**config.mk**
```make
export PLATFORM = sky130hd
export DESIGN_NAME = run_length_classifier
export DESIGN_NICKNAME = d
export VERILOG_FILES = /design/src/rtl/run_length_classifier.sv
export SDC_FILE = /design/constraint.sdc
export NUM_CORES = 1
export LEC_CHECK = 0
export BUFFER_PORTS_ARGS = -buffer_cell sky130_fd_sc_hd__clkbuf_2
export CAP_MARGIN = 40
export CORE_AREA = 2 2 39 41
export DETAILED_ROUTE_END_ITERATION = 7
export DIE_AREA = 0 0 41 43
export PLACE_DENSITY = 0.46
export SLEW_MARGIN = 40
export SYNTH_ARGS = -nofsm -noshare
export SYNTH_HDL_FRONTEND = slang
export SYNTH_SLANG_ARGS = --single-unit
```
**constraint.sdc**
```tcl
create_clock -name CLK -period 2.1 [get_ports CLK]
set_clock_uncertainty 0.15 [all_clocks]
set_input_delay 0.105 -clock CLK [delete_from_list [all_inputs] [get_ports CLK]]
set_output_delay 0.105 -clock CLK [all_outputs]
set_load 0.02 [all_outputs]
```
**src/rtl/run_length_classifier.sv**
```systemverilog
// Serial run-length classifier: measures each run of consecutive 1s on x_in
// and emits a one-cycle registered code on OUT.
//   00 none, 01 short run ended, 10 medium run ended, 11 long run reached.
// A long run is reported once, at the moment it reaches LONG_LEN. Its
// eventual end produces no further pulse.
module run_length_classifier #(
  parameter int unsigned SHORT_LEN = 2,
  parameter int unsigned LONG_LEN  = 5,
  parameter int unsigned CNT_W     = 4
) (
  input  logic       CLK,
  input  logic       reset,
  input  logic       x_in,
  output logic [1:0] OUT
);

  localparam logic [1:0] OutNone   = 2'b00;
  localparam logic [1:0] OutShort  = 2'b01;
  localparam logic [1:0] OutMedium = 2'b10;
  localparam logic [1:0] OutLong   = 2'b11;

  localparam logic [CNT_W-1:0] ShortLen = CNT_W'(SHORT_LEN);
  localparam logic [CNT_W-1:0] LongLen  = CNT_W'(LONG_LEN);
  localparam logic [CNT_W-1:0] CntOne   = CNT_W'(1);

  typedef enum logic [1:0] {
    StZero = 2'd0,
    StOnes = 2'd1,
    StLong = 2'd2
  } state_e;

  state_e           state;
  logic [CNT_W-1:0] run_cnt;
  logic [CNT_W-1:0] cnt_inc;

  // Length the current run would have if this edge samples another 1.
  assign cnt_inc = run_cnt + CntOne;

  // Run tracking FSM with registered classification pulse.
  always_ff @(posedge CLK or negedge reset) begin
    if (!reset) begin
      state   <= StZero;
      run_cnt <= '0;
      OUT     <= OutNone;
    end else begin
      OUT <= OutNone;
      unique case (state)
        StZero: begin
          if (x_in) begin
            run_cnt <= CntOne;
            if (LongLen == CntOne) begin
              state <= StLong;
              OUT   <= OutLong;
            end else begin
              state <= StOnes;
            end
          end else begin
            run_cnt <= '0;
          end
        end
        StOnes: begin
          if (x_in) begin
            run_cnt <= cnt_inc;
            if (cnt_inc == LongLen) begin
              state <= StLong;
              OUT   <= OutLong;
            end
          end else begin
            // run_cnt still holds the finished run's length here.
            state   <= StZero;
            run_cnt <= '0;
            OUT     <= (run_cnt <= ShortLen) ? OutShort : OutMedium;
          end
        end
        StLong: begin
          if (x_in) begin
            // Saturate: the counter never moves past LONG_LEN.
            run_cnt <= LongLen;
          end else begin
            state   <= StZero;
            run_cnt <= '0;
          end
        end
        default: begin
          state   <= StZero;
          run_cnt <= '0;
        end
      endcase
    end
  end

endmodule

```
Word level (Yosys, flattened, before mapping)
Index checks and enable logic that the tools add are counted.
{"block": "op_classes", "reduce_logical": 2, "n_mux": 13, "addsub": 1, "order_cmp": 1, "eq_ne": 6}
{"op": "$mux W2", "n": 8}
{"op": "$pmux W4 S3", "n": 1}
{"op": "$pmux W2 S3", "n": 1}
{"op": "$add A4 B1 Y4 const B", "n": 1}
{"op": "$eq A4 B3 Y1 const B", "n": 1}
{"op": "$le A4 B2 Y1 const B", "n": 1}
{"op": "$mux W4", "n": 1}
{"op": "$ne A2 B2 Y1 const B", "n": 2}
{"op": "$mux W3", "n": 1}
{"op": "$ne A3 B3 Y1 const B", "n": 1}
{"op": "$reduce_and A3 Y1", "n": 1}
{"op": "$eq A2 B1 Y1 const B", "n": 1}
{"op": "$eq A2 B2 Y1 const B", "n": 1}
{"op": "$logic_not A2 Y1", "n": 1}
{"op": "$mux W1", "n": 1}
{"block": "totals", "ff_bits": 8, "output_inout_bits": 2, "elab_cells": 26, "input_bits": 3}

Logic depth before layout (Yosys ltp)
{"block": "logic_depth", "ltp_word": 5, "mapped_depth": 6, "mapped_depth_nobuf": 6}

Least setup slack after synthesis
Ideal clock, no wire load.
{"block": "synth_path", "path_type": "flip-flop to flip-flop", "from": "register run_cnt[0]", "to": "register state[0]", "n_path_buf": 0, "arrival_ns": 1.160, "t_required_ns": 1.828, "setup_time_ns": 0.122, "path_stages_with_launch": 7, "synth_period_minus_slack_ns": 1.431, "path_slack_ns": 0.669, "cell_sequence": "dfrtp_1 inv_1 ha_1 nand2_1 a211oi_2 o21a_1 nor3_1"}
{"block": "synth_via", "elab_chain_cells": 4}
{"item": "start, declared", "line": "33", "rtl": "logic [CNT_W-1:0] run_cnt;"}
{"item": "start signal, assigned", "line": "50", "rtl": "run_cnt <= CntOne;"}
{"item": "start signal, assigned", "line": "63", "rtl": "run_cnt <= cnt_inc;"}
{"item": "start signal, assigned", "line": "78", "rtl": "run_cnt <= LongLen;"}
{"item": "$add A4 B1 Y4", "line": "37", "rtl": "assign cnt_inc = run_cnt + CntOne;"}
{"item": "$eq A4 B3 Y1", "line": "64", "rtl": "if (cnt_inc == LongLen) begin"}
{"item": "$ne A3 B3 Y1 (no source line)"}
{"item": "$reduce_and A3 Y1 (no source line)"}
{"item": "end signal, assigned", "line": "42", "rtl": "state <= StZero;"}
{"item": "end signal, assigned", "line": "65", "rtl": "state <= StLong;"}
{"item": "end signal, assigned", "line": "70", "rtl": "state <= StZero;"}
{"item": "end, declared", "line": "32", "rtl": "state_e state;"}
Every way passes these cells.
A chain may end at the register's enable or synchronous reset.

Worst setup path in the final report
{"block": "layout_path", "from": "register run_cnt[0]", "to": "register state[1]"}
The elaborated chain is that of the path after synthesis.

==> run summary <==
Final period util: 77.68%
TritonCTS Buffers: 3
CP Max Fanout: 6
Post-synthesis cell type count: 20
Hold Path Cell Cnt: 3
Peak VDD IR: 0.0002753 V
Net switching power figure: 0.08017 mW
Combinational power share: 11.0%
Die area: 1763 sq um
Worst r2r dst: state[1]
R2R cell count: 6
Worst Hold Path EP: OUT[0]
Synthesized cell area: 412.9 sq um
Sequential share of power: 52.3%
Sw frac: 24.92%
Placer Congestion: 0.7519
Final HPWL DP: 607.7 um
Die X-Extent: 41 um
Clock Root Buffer: clkbuf_4
Pins Over Slew Limit: 0
Hold Crit Class: in -> reg
CTS Sinks: 8
Total global routing overflow: 0
Clock Latency Late Sink: 0.25 ns
Nets: 56
Die height: 43 um
Number of global-route vias before repair: 324
DR vias/cell: 4.875
Mean post-synth cell area: 10.32 sq um
Launching point of the worst reg2reg path: run_cnt[0]
Max cap viols: 0
Clk pwr share: 36.7%
Critical path type: reg -> reg
Pint: 0.2415 mW
P per Cell Area: 662.6 nW/um^2
Fmax: 0.6130 GHz
DRC errors left: 0
CP required: 2.13 ns
Final Hold Fails: 0
Post-synth net total: 46
Initial antenna violation count: 0
DR pass1 iterations: 2
Area growth syn-to-layout: 17.58%
GRT Overall Usage: 11.02%
RSZ-0062 raised after global routing: false
Crit path launch type: register
Final ANT Viol Nets: 0
CTS tree: yes
First-pass GRT wire length: 1283 um
Initial Utilization: 29.84%
Min Tclk post-route: 1.631 ns
Layout cells sized above 1: 20.83%
# diodes: 0
DRT iter0 DRCs: 1
H-tree levels: 1
Outcome: finished clean
Io pins: 5
IO Port Bufs: 4
Detailed Route WL: 749 um
Post-Syn Instances: 40
Tot Pwr: 0.3217 mW
CTS clock-pin slew for the worst setup and hold paths: 0.06 ns
Final setup TNS: 0 ns
Clock Tree Buf Depth: 2
Synth Register Bits: 8
Largest net degree at the start of global routing: 9
Sequential area share after synthesis: 48.48%
Relative slew slack: 71.98%
Detailed-route via count: 312
Reg2reg setup slack: 0.47 ns
Yosys warning total: 0
Final setup viols: 0
Setup Fix Bufs, Post-CTS: 0
Rows: 14
HP Start: x_in
Pleak: 0.2417 nW
Worst Tran Pin Value: 0.4170 ns
Crit end category: register
DR WL/cell: 11.70 um
Fill cells: 153
Total core area: 1384 sq um
Arrival @ worst endpoint: 1.66 ns
registers in the layout (all words and copies together) (netlist names):
register and cells:
state 2, OUT 2, run_cnt 4
cells in the mapped netlist:
library cell | number | area, sq um
o311a_2 | 1 | 11.26
xor2_1 | 1 | 8.760
o21ai_1 | 2 | 10.01
nor3_1 | 3 | 15.01
o21a_1 | 2 | 15.01
a21o_2 | 1 | 8.760
inv_1 | 3 | 11.26
a21oi_1 | 2 | 10.01
nand2b_1 | 1 | 6.260
ha_1 | 3 | 37.54
a211oi_2 | 1 | 12.51
nand2_1 | 3 | 11.26
nor2_1 | 1 | 3.750
and3_1 | 2 | 12.51
dfrtp_1 | 8 | 200.2
a21boi_1 | 1 | 7.510
xnor2_1 | 1 | 8.760
and2b_1 | 1 | 7.510
nand3_1 | 2 | 10.01
o21ai_0 | 1 | 5.000
power groups by stage:
stage / combinational, mW / sequential [mW] / clock (mW)
after floorplan: 0.0187 / 0.173 / 0
after global placement: 0.0337 / 0.171 / 0
after detailed placement: 0.0348 / 0.171 / 0
after CTS: 0.0365 / 0.168 / 0.125
after global routing: 0.0397 / 0.169 / 0.134
final: 0.0355 / 0.168 / 0.118
what timing repair did:
item,in CTS,in global routing
hold buffers,1,0
endpoints found under the hold margin,8,0
resized for setup,0,0
worst max-delay path by stage:
stage	from	slack, ns	depth (start not counted)	endpoint
2_1_floorplan	run_cnt[0]	0.67	6	state[0]
3_3_place_gp	run_cnt[0]	0.53	6	state[1]
3_5_place_dp	run_cnt[0]	0.49	6	OUT[0]
4_1_cts	run_cnt[0]	0.47	6	state[1]
5_1_grt	run_cnt[0]	0.38	6	OUT[0]
6_report	run_cnt[0]	0.47	6	state[1]
area by class of cell:
cell class | count | area, sq um | share of cell area (%)
clock buffer | 3 | 22.52 | 4.639
multi-input combinational | 29 | 201.4 | 41.49
sequential | 8 | 200.2 | 41.24
inverter | 3 | 11.26 | 2.320
tap | 16 | 20.02 | 4.124
timing repair buffer | 5 | 30.03 | 6.186
per-layer routing:
metal  global-route usage, %  vias up  share of wire (%)  wire, um
li1                        -      157                  -         -
met1                   12.50      148                 41       310
met2                   16.56        7                 52       393
met3                   4.712        0                5.9        44
met4                   6.000        0                  0         0
met5                       0        -                  0         0
layout by cell type (no fill, tap or decap), types with 3 or more instances in the layout:
cell type,Yosys,routed
dfrtp_1,8,8
ha_1,3,3
inv_1,3,3
nand2_1,3,3
clkbuf_4,0,3
nor3_1,3,3
clkbuf_2,0,4
cells by family (layout without fill, tap and decap cells):
logic type,after synthesis,count (layout),synth area share [%]
adders and majority gates,3,3,9.092
AOI/OAI and AO/OA,11,11,19.39
DFF,8,8,48.48
and+or+nand+nor,13,13,16.06
xor gates and xnor gates,2,2,4.243
buffers and inverters,3,11,2.727
through the flow:
| step | cells | area (sq um) | hold WS, ns | setup WS, ns | util [%] |
|---|---|---|---|---|---|
| floorplan | 40 | 412.9 | -0.3406 | 0.6686 | - |
| global placement | 60 | 452.9 | -0.1915 | 0.5346 | 32.73 |
| detailed placement | 60 | 452.9 | -0.1843 | 0.4872 | 32.73 |
| CTS | 64 | 485.5 | 0.005172 | 0.4713 | 35.08 |
| global route | 64 | 485.5 | 0.007460 | 0.3813 | 35.08 |
| finish | 64 | 485.5 | 0.005422 | 0.4686 | 35.08 |
worst max-delay path: stages (launching register included):
cell      delay (ns)
dfrtp_1         0.44
inv_1           0.11
ha_1            0.18
nand2_1         0.07
a211oi_2        0.33
o21ai_1         0.13
a21oi_1         0.15
(Power assumes the default switching activity.)
